--- config.mk ---
export PLATFORM = sky130hd
export DESIGN_NAME = alu_ctrl_muldiv
export DESIGN_NICKNAME = d
export VERILOG_FILES = /design/src/rtl/alu_ctrl_pkg.sv /design/src/rtl/muldiv_iter.sv /design/src/rtl/alu_ctrl_muldiv.sv
export SDC_FILE = /design/constraint.sdc
export NUM_CORES = 1
export LEC_CHECK = 0
export ABC_AREA = 1
export ABC_CLOCK_PERIOD_IN_PS = 3400
export CORE_UTILIZATION = 40
export CTS_CLUSTER_DIAMETER = 150
export DETAILED_ROUTE_END_ITERATION = 8
export GPL_ROUTABILITY_DRIVEN = 1
export PLACE_DENSITY = 0.6
export SETUP_SLACK_MARGIN = 0.05
export SLEW_MARGIN = 5
export SYNTH_ARGS = -nofsm -noshare
export SYNTH_HDL_FRONTEND = slang
export SYNTH_HIERARCHICAL = 1
export SYNTH_SLANG_ARGS = --single-unit
--- constraint.sdc ---
create_clock -name clk_i -period 3.4 [get_ports clk_i]
set_input_delay 0.85 -clock clk_i [delete_from_list [all_inputs] [get_ports clk_i]]
set_output_delay 0.85 -clock clk_i [all_outputs]
set_load 0.01 [all_outputs]
--- src/rtl/alu_ctrl_pkg.sv ---
// alu_ctrl_pkg: shared encodings for the EX-stage ALU controller with its
// iterative multiply/divide unit.
//   - alu_ctrl_e : 4-bit ALU control codes driven to the ALU
//   - ALUOP_*    : main-control op classes
//   - FN_*       : R-type funct field values
//   - md_state_e : multiply/divide sequencer states
package alu_ctrl_pkg;

  typedef enum logic [3:0] {
    ALU_AND    = 4'b0000,
    ALU_OR     = 4'b0001,
    ALU_ADD    = 4'b0010,
    ALU_MULDIV = 4'b0011,
    ALU_SUB    = 4'b0110,
    ALU_SLT    = 4'b0111,
    ALU_MFHI   = 4'b1000,
    ALU_MFLO   = 4'b1001
  } alu_ctrl_e;

  localparam logic [2:0] ALUOP_R    = 3'b000;
  localparam logic [2:0] ALUOP_ADDI = 3'b001;
  localparam logic [2:0] ALUOP_SLTI = 3'b010;
  localparam logic [2:0] ALUOP_BR   = 3'b011;
  localparam logic [2:0] ALUOP_LD   = 3'b100;
  localparam logic [2:0] ALUOP_ST   = 3'b101;
  localparam logic [2:0] ALUOP_J    = 3'b110;
  localparam logic [2:0] ALUOP_JAL  = 3'b111;

  localparam logic [5:0] FN_ADD   = 6'b100000;
  localparam logic [5:0] FN_SUB   = 6'b100010;
  localparam logic [5:0] FN_AND   = 6'b100100;
  localparam logic [5:0] FN_OR    = 6'b100101;
  localparam logic [5:0] FN_SLT   = 6'b101010;
  localparam logic [5:0] FN_MFHI  = 6'b010000;
  localparam logic [5:0] FN_MFLO  = 6'b010010;
  localparam logic [5:0] FN_MULT  = 6'b011000;
  localparam logic [5:0] FN_MULTU = 6'b011001;
  localparam logic [5:0] FN_DIV   = 6'b011010;
  localparam logic [5:0] FN_DIVU  = 6'b011011;

  typedef enum logic [1:0] {
    ST_IDLE = 2'd0,
    ST_BUSY = 2'd1,
    ST_DONE = 2'd2
  } md_state_e;

endpackage

--- src/rtl/muldiv_iter.sv ---
// muldiv_iter: iterative unsigned multiply / restoring-divide datapath, one
// step per cycle, DATA_W steps per operation. Works on operand magnitudes;
// sign correction is done by the controller.
// Optional feature macro: ALU_CTRL_DIV_EN (builds the divide step and the
// div_op port).
// Ports:
//   clk, rst      clock, asynchronous active-high reset
//   start         load operands, clear accumulator and step counter
//   step          perform one iteration
//   div_op        (ALU_CTRL_DIV_EN only) 1 = divide step, 0 = multiply step
//   opa, opb      multiplier/dividend and multiplicand/divisor magnitudes
//   acc_next      accumulator after the current step (HI / remainder)
//   sr_next       shift register after the current step (LO / quotient)
//   last          current step is the final one
module muldiv_iter
  import alu_ctrl_pkg::*;
#(
  parameter int DATA_W = 32
) (
  input  logic              clk,
  input  logic              rst,
  input  logic              start,
  input  logic              step,
`ifdef ALU_CTRL_DIV_EN
  input  logic              div_op,
`endif
  input  logic [DATA_W-1:0] opa,
  input  logic [DATA_W-1:0] opb,
  output logic [DATA_W-1:0] acc_next,
  output logic [DATA_W-1:0] sr_next,
  output logic              last
);

  localparam int CNT_W = $clog2(DATA_W);

  logic [DATA_W-1:0] acc_reg;
  logic [DATA_W-1:0] sr_reg;
  logic [DATA_W-1:0] opb_reg;
  logic [CNT_W-1:0]  cnt_reg;

  // Shift-add: {acc, sr} holds the partial product; the multiplier is
  // consumed from sr's LSB while product bits shift in from the top.
  logic [DATA_W:0] mul_sum;
  assign mul_sum = {1'b0, acc_reg} + (sr_reg[0] ? {1'b0, opb_reg} : '0);

`ifdef ALU_CTRL_DIV_EN
  // Restoring divide: shift the next dividend bit into the remainder and
  // subtract the divisor if it fits. When it fits the difference is below
  // the divisor, so the low DATA_W bits of the subtraction are exact.
  logic [DATA_W:0]   div_trial;
  logic [DATA_W-1:0] div_diff;
  logic              div_ge;
  assign div_trial = {acc_reg, sr_reg[DATA_W-1]};
  assign div_ge    = (div_trial >= {1'b0, opb_reg});
  assign div_diff  = div_trial[DATA_W-1:0] - opb_reg;
`endif

  always_comb begin
    acc_next = mul_sum[DATA_W:1];
    sr_next  = {mul_sum[0], sr_reg[DATA_W-1:1]};
`ifdef ALU_CTRL_DIV_EN
    if (div_op) begin
      acc_next = div_ge ? div_diff : div_trial[DATA_W-1:0];
      sr_next  = {sr_reg[DATA_W-2:0], div_ge};
    end
`endif
  end

  assign last = (cnt_reg == CNT_W'(DATA_W - 1));

  always_ff @(posedge clk or posedge rst) begin
    if (rst) begin
      acc_reg <= '0;
      sr_reg  <= '0;
      opb_reg <= '0;
      cnt_reg <= '0;
    end else if (start) begin
      acc_reg <= '0;
      sr_reg  <= opa;
      opb_reg <= opb;
      cnt_reg <= '0;
    end else if (step) begin
      acc_reg <= acc_next;
      sr_reg  <= sr_next;
      cnt_reg <= cnt_reg + 1'b1;
    end
  end

endmodule

--- src/rtl/alu_ctrl_muldiv.sv ---
// alu_ctrl_muldiv: EX-stage ALU controller. Decodes ALUOp/funct into the
// 4-bit ALU control code and sequences an iterative multiply/divide unit
// that writes the HI/LO registers, stalling the pipeline while it runs.
// Optional feature macro: ALU_CTRL_DIV_EN (div/divu support; without it
// div/divu decode as illegal and no divide hardware is built).
// Ports:
//   clk_i, rst_i     clock, asynchronous active-high reset
//   valid_i          instruction in EX is valid
//   ALUOp_i          main-control op class
//   funct_i          R-type funct field
//   src1_i, src2_i   rs / rt operands
//   ALUCtrl_o        ALU control code (combinational)
//   stall_o          hold IF/ID/EX this cycle
//   hi_o, lo_o       HI / LO registers
//   illegal_o        valid instruction with undecodable ALUOp/funct
module alu_ctrl_muldiv
  import alu_ctrl_pkg::*;
#(
  parameter int DATA_W = 32
) (
  input  logic              clk_i,
  input  logic              rst_i,
  input  logic              valid_i,
  input  logic [2:0]        ALUOp_i,
  input  logic [5:0]        funct_i,
  input  logic [DATA_W-1:0] src1_i,
  input  logic [DATA_W-1:0] src2_i,
  output logic [3:0]        ALUCtrl_o,
  output logic              stall_o,
  output logic [DATA_W-1:0] hi_o,
  output logic [DATA_W-1:0] lo_o,
  output logic              illegal_o
);

  md_state_e state_reg, state_next;
  alu_ctrl_e alu_ctrl;
  logic      illegal_fn;
  logic      is_mul;
  logic      is_div;
  logic      is_signed;

  // ---------------- decode ----------------
  always_comb begin
    alu_ctrl   = ALU_AND;
    illegal_fn = 1'b0;
    is_mul     = 1'b0;
    is_div     = 1'b0;
    is_signed  = 1'b0;
    case (ALUOp_i)
      ALUOP_R: begin
        case (funct_i)
          FN_ADD:   alu_ctrl = ALU_ADD;
          FN_SUB:   alu_ctrl = ALU_SUB;
          FN_AND:   alu_ctrl = ALU_AND;
          FN_OR:    alu_ctrl = ALU_OR;
          FN_SLT:   alu_ctrl = ALU_SLT;
          FN_MFHI:  alu_ctrl = ALU_MFHI;
          FN_MFLO:  alu_ctrl = ALU_MFLO;
          FN_MULT:  begin alu_ctrl = ALU_MULDIV; is_mul = 1'b1; is_signed = 1'b1; end
          FN_MULTU: begin alu_ctrl = ALU_MULDIV; is_mul = 1'b1; end
`ifdef ALU_CTRL_DIV_EN
          FN_DIV:   begin alu_ctrl = ALU_MULDIV; is_div = 1'b1; is_signed = 1'b1; end
          FN_DIVU:  begin alu_ctrl = ALU_MULDIV; is_div = 1'b1; end
`endif
          default:  illegal_fn = 1'b1;
        endcase
      end
      ALUOP_ADDI: alu_ctrl = ALU_ADD;
      ALUOP_SLTI: alu_ctrl = ALU_SLT;
      ALUOP_BR:   alu_ctrl = ALU_SUB;
      ALUOP_LD:   alu_ctrl = ALU_ADD;
      ALUOP_ST:   alu_ctrl = ALU_ADD;
      default:    alu_ctrl = ALU_AND;  // jumps: ALU unused
    endcase
  end

  assign ALUCtrl_o = alu_ctrl;
  assign illegal_o = valid_i & illegal_fn;

  // ---------------- operand conditioning ----------------
  logic              start;
  logic              div_zero;
  logic              sign1, sign2;
  logic [DATA_W-1:0] mag1, mag2;

  // A new op is only accepted from IDLE; DONE still holds the finishing op.
  assign start    = valid_i & (is_mul | is_div) & (state_reg == ST_IDLE);
  assign div_zero = is_div & (src2_i == '0);
  assign sign1    = src1_i[DATA_W-1];
  assign sign2    = src2_i[DATA_W-1];
  // The most negative value maps onto itself, which read unsigned is its
  // correct magnitude.
  assign mag1     = (is_signed & sign1) ? -src1_i : src1_i;
  assign mag2     = (is_signed & sign2) ? -src2_i : src2_i;

  logic neg_res_reg;  // product / quotient must be negated
`ifdef ALU_CTRL_DIV_EN
  logic neg_a_reg;    // remainder takes the dividend's sign
  logic op_div_reg;
`endif

  always_ff @(posedge clk_i or posedge rst_i) begin
    if (rst_i) begin
      neg_res_reg <= 1'b0;
`ifdef ALU_CTRL_DIV_EN
      neg_a_reg   <= 1'b0;
      op_div_reg  <= 1'b0;
`endif
    end else if (start) begin
      neg_res_reg <= is_signed & (sign1 ^ sign2);
`ifdef ALU_CTRL_DIV_EN
      neg_a_reg   <= is_signed & sign1;
      op_div_reg  <= is_div;
`endif
    end
  end

  // ---------------- iterative datapath ----------------
  logic [DATA_W-1:0] acc_next, sr_next;
  logic              iter_last;

  muldiv_iter #(.DATA_W(DATA_W)) u_iter (
    .clk      (clk_i),
    .rst      (rst_i),
    .start    (start),
    .step     (state_reg == ST_BUSY),
`ifdef ALU_CTRL_DIV_EN
    .div_op   (op_div_reg),
`endif
    .opa      (mag1),
    .opb      (mag2),
    .acc_next (acc_next),
    .sr_next  (sr_next),
    .last     (iter_last)
  );

  // The final step's outcome is taken straight from the step logic so the
  // HI/LO write lands on the same edge as the last iteration.
  logic [2*DATA_W-1:0] prod, prod_fix;
  logic [DATA_W-1:0]   res_hi, res_lo;

  assign prod     = {acc_next, sr_next};
  assign prod_fix = neg_res_reg ? -prod : prod;

  always_comb begin
    res_hi = prod_fix[2*DATA_W-1:DATA_W];
    res_lo = prod_fix[DATA_W-1:0];
`ifdef ALU_CTRL_DIV_EN
    if (op_div_reg) begin
      res_hi = neg_a_reg   ? -acc_next : acc_next;
      res_lo = neg_res_reg ? -sr_next  : sr_next;
    end
`endif
  end

  // ---------------- FSM ----------------
  always_ff @(posedge clk_i or posedge rst_i) begin
    if (rst_i) state_reg <= ST_IDLE;
    else       state_reg <= state_next;
  end

  always_comb begin
    state_next = state_reg;
    case (state_reg)
      ST_IDLE: if (start) state_next = div_zero ? ST_DONE : ST_BUSY;
      ST_BUSY: if (iter_last) state_next = ST_DONE;
      ST_DONE: state_next = ST_IDLE;
      default: state_next = ST_IDLE;
    endcase
  end

  always_comb begin
    stall_o = 1'b0;
    case (state_reg)
      ST_IDLE: stall_o = start;
      ST_BUSY: stall_o = 1'b1;
      default: stall_o = 1'b0;
    endcase
  end

  // ---------------- HI / LO ----------------
  logic [DATA_W-1:0] hi_reg, lo_reg;

  always_ff @(posedge clk_i or posedge rst_i) begin
    if (rst_i) begin
      hi_reg <= '0;
      lo_reg <= '0;
    end else if (start && div_zero) begin
      hi_reg <= src1_i;
      lo_reg <= '1;
    end else if (state_reg == ST_BUSY && iter_last) begin
      hi_reg <= res_hi;
      lo_reg <= res_lo;
    end
  end

  assign hi_o = hi_reg;
  assign lo_o = lo_reg;

endmodule

==> results.json, run 1 <==
{
  "outcome": "finished clean",
  "reg2reg_depth": 21,
  "grt_setup_unrepaired": "yes",
  "first_pass_iters": 5,
  "post-layout-total-power_mw": 5.48,
  "top_level_ports": 146,
  "routed_wire_length_per_instance_um": 15.1,
  "clock_tree.htree_level_count": 4,
  "placementRows": 67,
  "clock-sinks": 168,
  "clockPowerShare_pct": 36.9,
  "detailedPlace.worstSlack_ns": -0.0750,
  "place.gp.congestion": 0.906,
  "finalWorstSetupSlack_ns": 0.178,
  "synth_top_cell_by_area": "sky130_fd_sc_hd__dfrtp_1",
  "post_synthesis_net_count": 2321,
  "antenna_violations_before_repair": 0,
  "cell_internal_pwr_mw": 3.63,
  "utilization_of_the_core_after_routing_pct": 50.0,
  "cts_clk_pin_slew_worst_paths_ns": 0.07,
  "number_of_clock_buffers_inserted_by_tritoncts": 17,
  "post_synth_and_or_nand_nor_area_fraction_pct": 41.5,
  "share_of_cells_above_drive_strength_1_pct": 11.0,
  "grt_start_max_net_pins": 89,
  "power.switching_fraction_pct": 33.7,
  "rrSetupSlack_ns": 0.23,
  "grt_pass1_wl_um": 69200,
  "root_buffer": "sky130_fd_sc_hd__clkbuf_16",
  "total_drc_errors_in_the_routed_layout": 0,
  "port_buffer_count": 145,
  "timing.critical_path.arrival_ns": 2.37,
  "maxCapViolCount": 0,
  "fin_tns_setup_ns": 0,
  "final_cell_mix": "sky130_fd_sc_hd__nand2_1 (819), sky130_fd_sc_hd__inv_1 (295), sky130_fd_sc_hd__nor2_1 (210), sky130_fd_sc_hd__dfrtp_1 (167), sky130_fd_sc_hd__nand3_1 (152)",
  "floorplan.initialDensity_pct": 40.9,
  "cp_num_cells": 5,
  "worstHoldPathType": "reg2reg",
  "dieArea_um2": 35300,
  "final_max_slew_viol_count": 0,
  "yosys.area_share.xor_xnor_pct": 5.79,
  "final_common_cell": "sky130_fd_sc_hd__nand2_1",
  "path_cells": "clkdlybuf4s50_1 > nor2_1 > nand3_1 > nor2_1 > clkdlybuf4s50_1",
  "holdPathStages": 2,
  "synth_top_family_by_area": "simple AND/OR/NAND/NOR gates",
  "crit_path_start_kind": "input pin",
  "cts_tree": "done",
  "final_min_period_over_clock_period_pct": 94.8,
  "synth_fa_ha_area_share_pct": 3.49,
  "syn_area_um2": 13800,
  "syn-mean-instance-area_um2": 6.26,
  "area_growth_syn_to_layout_pct": 22.2,
  "routed_wl_um": 42200,
  "postRouteAntennaNets": 0,
  "end_kind": "output pin",
  "global_route_usage_over_all_layers_pct": 24.5,
  "drt-initial-drc-count": 945,
  "finalSetupViolCount": 0,
  "width_of_the_chip_um": 188,
  "finalClockSkew_ns": 0.0120,
  "crit_path_kind": "in2out",
  "synthDominantCellAreaShare_pct": 30.4,
  "critPathRequiredTime_ns": 2.55,
  "clockBufferDepth": 2,
  "total_of_flip_flops_plus_latches_after_synthesis": 168,
  "buffer_and_inverter_count_on_the_worst_path": 2,
  "timing.critical_path.fanout_max": 3,
  "top_delay_family_on_crit_path": "buffers and inverters",
  "synth-warning-count": 6,
  "sequentialPowerShare_pct": 40.2,
  "finalHoldViolCount": 0,
  "floorplan.core_area_um2": 33800,
  "yosys-mux-area-fraction_pct": 0,
  "slew_headroom_pct": 37.9,
  "timing_worst_slew_pin_value_ns": 0.930,
  "layout.nets": 2452,
  "cellPowerDensity_nw_per_um2": 324,
  "postSynthCellCount": 2207,
  "clk-insertion-delay-late_ns": 0.45,
  "ys_seq_area_share_pct": 30.4,
  "grt_pass1_vias": 13228,
  "avgViaCountPerCell": 4.92,
  "place.detailed.hpwl_um": 33800,
  "power_leakage_nw": 9.12,
  "max_freq_ghz": 0.310,
  "finalWorstPathRequiredPeriod_ns": 3.22,
  "overflow": 0,
  "diodes": 0,
  "critPathSlowestCell": "sky130_fd_sc_hd__clkdlybuf4s50_1",
  "vertical_extent_of_the_die_um": 188,
  "power.combinational.fraction_pct": 22.9,
  "switchingPower_mw": 1.84,
  "synthTopCellsByArea": "sky130_fd_sc_hd__dfrtp_1 (30%), sky130_fd_sc_hd__nand2_1 (23%), sky130_fd_sc_hd__inv_1 (8.2%), sky130_fd_sc_hd__nor2_1 (6.5%), sky130_fd_sc_hd__nand3_1 (5.6%)",
  "synth-compound-area-share_pct": 6.89,
  "postCtsHoldBufs": 0,
  "number_of_fill_cells": 3456,
  "ir_drop_v": 0.000282,
  "netlist-cell-type-count": 49,
  "cp_slowest_stage_delay_ns": 0.54,
  "routed-via-count": 13774
}
[cell type report]
cell class / count / area, um^2 / share of cell area, %
Multi-Input combinational cell: 1638 / 8440 / 49.9
Sequential cell: 168 / 4210 / 24.9
Timing Repair Buffer: 193 / 1890 / 11.2
Inverter: 320 / 1200 / 7.13
Tap cell: 448 / 561 / 3.32
Clock buffer: 17 / 425 / 2.52
Clock inverter: 15 / 174 / 1.03
[worst min-delay path, delay by kind of cell, from the launching register on]
family	cells	cell delay [ns]
simple gates	2	0.10
flops	1	0.35
[layer usage]
metal | GRT usage [%] | share of wire (%)
met1 | 36.1 | 51
met2 | 38.2 | 43
met3 | 2.75 | 4.3
met5 | 0 | 0
met4 | 5.28 | 1.1
[power by group through the flow]
stage | registers [mW] | clock network (mW) | logic, mW
floorplan | 2.16 | 0 | 0.875
global placement | 2.23 | 0 | 1.18
detailed placement | 2.23 | 0 | 1.18
CTS | 2.19 | 2.06 | 1.18
global route | 2.22 | 2.16 | 1.40
finish | 2.20 | 2.02 | 1.26
[cell usage after synthesis (all sizes together)]
library cell / instances
buf: 54
a41oi: 1
inv: 319
nor4: 5
xor2: 71
clkinv: 1
and2: 18
a21o: 2
o32ai: 1
o221ai: 30
or2: 10
a22o: 3
fa: 1
nand3b: 17
xnor2: 17
nand2: 850
o22ai: 1
a21oi: 30
ha: 37
nand3: 159
clkbuf: 27
o21ai: 75
nor3: 16
o31ai: 2
dfrtp: 168
nand4: 29
nor2: 254
o211ai: 4
o21bai: 2
o21a: 2
a32oi: 1
[kinds of logic after synthesis]
| group | after synthesis |
|---|---|
| flops | 168 |
| xor+xnor | 88 |
| buf+inv | 401 |
| compound gates | 154 |
| fa+ha+maj | 38 |
| simple gates | 1358 |
[through the flow]
| stage | area, um^2 | hold WS (ns) | std cells |
|---|---|---|---|
| 2_1_floorplan | 13800 | 0.442 | 2207 |
| 3_3_place_gp | 15800 | 0.453 | 2764 |
| 3_5_place_dp | 15800 | 0.460 | 2764 |
| 4_1_cts | 16400 | 0.478 | 2796 |
| 5_1_grt | 16900 | 0.498 | 2799 |
| 6_report | 16900 | 0.476 | 2799 |
[repair_timing]
item	4_1_cts	5_1_grt
endpoints found under the setup margin	5	24
gates cloned	0	1
resized for setup	6	125
pin swaps	0	12
setup buffers	0	2
[worst paths after layout]
kind / start / end
setup / recovery: funct_i[2] / ALUCtrl_o[3]
hold / removal: u_iter/opb_reg[21]$_DFFE_PP0P_ / u_iter/opb_reg[21]$_DFFE_PP0P_
setup reg to reg: u_iter/sr_reg[0]$_DFFE_PP0P_ / hi_o[31]$_DFFE_PP0P_
hold reg to reg: u_iter/opb_reg[21]$_DFFE_PP0P_ / u_iter/opb_reg[21]$_DFFE_PP0P_
max in group asynchronous: rst_i / u_iter/opb_reg[17]$_DFFE_PP0P_
min in group asynchronous: rst_i / state_reg[0]$_DFFE_PP0P_
(Power assumes the default switching activity.)
==> run 2, diff against run 1 <==
- ABC_CLOCK_PERIOD_IN_PS: 3400 -> unset
- CORE_UTILIZATION: 40 -> 47
- CTS_CLUSTER_SIZE: unset -> 8
- PLACE_DENSITY: 0.6 -> 0.69
==> run 2 against run 1 <==
Critical path type unchanged. Clock power decreased by 4%. First-iteration DRC count increased by 2.4%. Utilization increased by 8.0 points. Largest power group unchanged. Register-to-register slack improved by 0.02 ns. Setup slack improved by 0.030 ns. Sequential share of layout area increased by 0.31 points.
==> results.json, run 2 (same netlist as run 1, synthesis figures left out) <==
{
  "holdPathStages": 2,
  "critPathRequiredTime_ns": 2.55,
  "place.detailed.hpwl_um": 32800,
  "total_drc_errors_in_the_routed_layout": 0,
  "routed_wl_um": 40900,
  "numPlacedInstances": 2691,
  "multi_input_area_um2": 8400,
  "cellPowerDensity_nw_per_um2": 321,
  "global_route_usage_over_all_layers_pct": 27.5,
  "root_buffer": "sky130_fd_sc_hd__clkbuf_16",
  "postCtsHoldBufs": 0,
  "clk-insertion-delay-late_ns": 0.45,
  "number_of_clock_buffers_inserted_by_tritoncts": 17,
  "rrSetupSlack_ns": 0.25,
  "number_of_fill_cells": 2805,
  "final_max_slew_viol_count": 0,
  "antenna_violations_before_repair": 0,
  "floorplan.initialDensity_pct": 48.0,
  "slew_headroom_pct": 43.3,
  "timing.critical_path.fanout_max": 3,
  "clockBufferDepth": 2,
  "timing.hold.worst.start": "u_iter/opb_reg[20]$_DFFE_PP0P_",
  "finish.instance_area_um2": 16700,
  "outcome": "finished clean",
  "worstHoldPathType": "reg2reg",
  "diodes": 0,
  "placementRows": 62,
  "first_pass_iters": 5,
  "routed_wire_length_per_instance_um": 15.0,
  "cts_clk_pin_slew_worst_paths_ns": 0.07,
  "width_of_the_chip_um": 173,
  "detailedPlace.worstSlack_ns": -0.207,
  "grt_pass1_wl_um": 66300,
  "reg2reg_depth": 20,
  "timing.critical_path.arrival_ns": 2.34,
  "max_freq_ghz": 0.313,
  "top_level_ports": 146,
  "finalWorstPathRequiredPeriod_ns": 3.19,
  "layoutNonFillerInstCount": 2727,
  "floorplan.core_area_um2": 28800,
  "finalClockSkew_ns": 0.0131,
  "drt-initial-drc-count": 968,
  "dieArea_um2": 30100,
  "maxCapViolCount": 0,
  "end_kind": "output pin",
  "final_min_period_over_clock_period_pct": 93.9,
  "finalWorstSetupSlack_ns": 0.208,
  "place.gp.congestion": 0.913,
  "dpl-instance-area_um2": 15600,
  "grt_start_max_net_pins": 89,
  "regArea_um2": 4210,
  "worstHoldEndpoint": "u_iter/opb_reg[20]$_DFFE_PP0P_",
  "clock-sinks": 168,
  "layout.nets": 2444,
  "utilization_of_the_core_after_routing_pct": 58.0,
  "final_common_cell": "sky130_fd_sc_hd__nand2_1",
  "vertical_extent_of_the_die_um": 173,
  "crit_start": "funct_i[5]",
  "grt_pass1_vias": 13037,
  "port_buffer_count": 145,
  "r2r-start": "u_iter/sr_reg[0]$_DFFE_PP0P_",
  "postRouteAntennaNets": 0,
  "avgViaCountPerCell": 5.05,
  "crit_path_kind": "in2out",
  "final_cell_mix": "sky130_fd_sc_hd__nand2_1 (819), sky130_fd_sc_hd__inv_1 (297), sky130_fd_sc_hd__nor2_1 (212), sky130_fd_sc_hd__dfrtp_1 (167), sky130_fd_sc_hd__nand3_1 (149)",
  "finalHoldViolCount": 0,
  "finalSetupViolCount": 0,
  "timing.rr.end": "hi_o[31]$_DFFE_PP0P_",
  "overflow": 0,
  "area_growth_syn_to_layout_pct": 20.7,
  "power_leakage_nw": 9.08,
  "cts_tree": "done",
  "clock_tree.htree_level_count": 4,
  "post-layout-total-power_mw": 5.36,
  "timing_worst_slew_pin_value_ns": 0.848,
  "grt_setup_unrepaired": "no",
  "ir_drop_v": 0.000349,
  "crit_path_start_kind": "input pin",
  "share_of_cells_above_drive_strength_1_pct": 9.99,
  "routed-via-count": 13770
}
-- run 2: cell count changes in the layout (fill, tap and decap cells not counted), sizes merged --
cell	before	now
clkinv	5	7
buf	47	39
clkinvlp	2	6
dlygate4sd2	5	4
inv	327	323
dlymetal6s2s	0	2
clkdlybuf4s50	140	139
bufinv	1	0
clkbuf	18	17
-- run 2: worst max path at each step --
stage	to	slack (ns)	depth (start not counted)
4_1_cts	stall_o	0.05	8
3_3_place_gp	u_iter/cnt_reg[0]$_DFFE_PP0P_	-0.12	11
6_report	ALUCtrl_o[0]	0.21	7
3_5_place_dp	u_iter/opb_reg[13]$_DFFE_PP0P_	-0.21	11
2_1_floorplan	hi_o[26]$_DFFE_PP0P_	0.32	24
5_1_grt	hi_o[31]$_DFFE_PP0P_	0.03	22
-- run 2: what timing repair did --
action,in CTS,in global routing
endpoints found under the hold margin,0,0
pin swaps,0,12
resized for setup,5,113
setup endpoints to repair,7,95
gates cloned,0,1
setup buffers,1,2
-- run 2: area by class of cell --
cell class                 count  area share, %
clock buffer                  17           2.55
timing repair inverter         1         0.0450
tap                          384           2.88
inverter                     320           7.25
multi-input combinational   1638           50.4
timing repair buffer         184           10.8
sequential                   168           25.2
clock inverter                15          0.945
-- run 2: where the power goes --
| part | total, mW | internal, mW | switching [mW] |
|---|---|---|---|
| combinational | 1.22 | 0.465 | 0.756 |
| sequential | 2.20 | 2.09 | 0.114 |
| clock | 1.94 | 0.980 | 0.955 |
| total | 5.36 | 3.53 | 1.83 |
-- run 2: per-stage QoR --
stage	hold WS [ns]	setup TNS [ns]
after floorplan	0.442	0
final	0.472	0
after CTS	0.478	0
after global routing	0.494	0
after detailed placement	0.460	-11.52
after global placement	0.456	-6.69
-- run 2: metal layers --
| layer | vias to the layer above | GRT usage [%] | wire [um] |
|---|---|---|---|
| met2 | 390 | 44.3 | 18300 |
| met5 | - | 0 | 0 |
| met4 | 0 | 6.31 | 604 |
| li1 | 7104 | - | - |
| met1 | 6233 | 39.5 | 20100 |
| met3 | 43 | 3.11 | 1940 |
-- run 2: worst max-delay path, cell delays in order --
cell	delay, ns
sky130_fd_sc_hd__clkdlybuf4s50_1	0.47
sky130_fd_sc_hd__inv_2	0.04
sky130_fd_sc_hd__nor2_1	0.16
sky130_fd_sc_hd__nand4_1	0.14
sky130_fd_sc_hd__buf_4	0.15
sky130_fd_sc_hd__a41oi_1	0.21
sky130_fd_sc_hd__dlygate4sd2_1	0.31
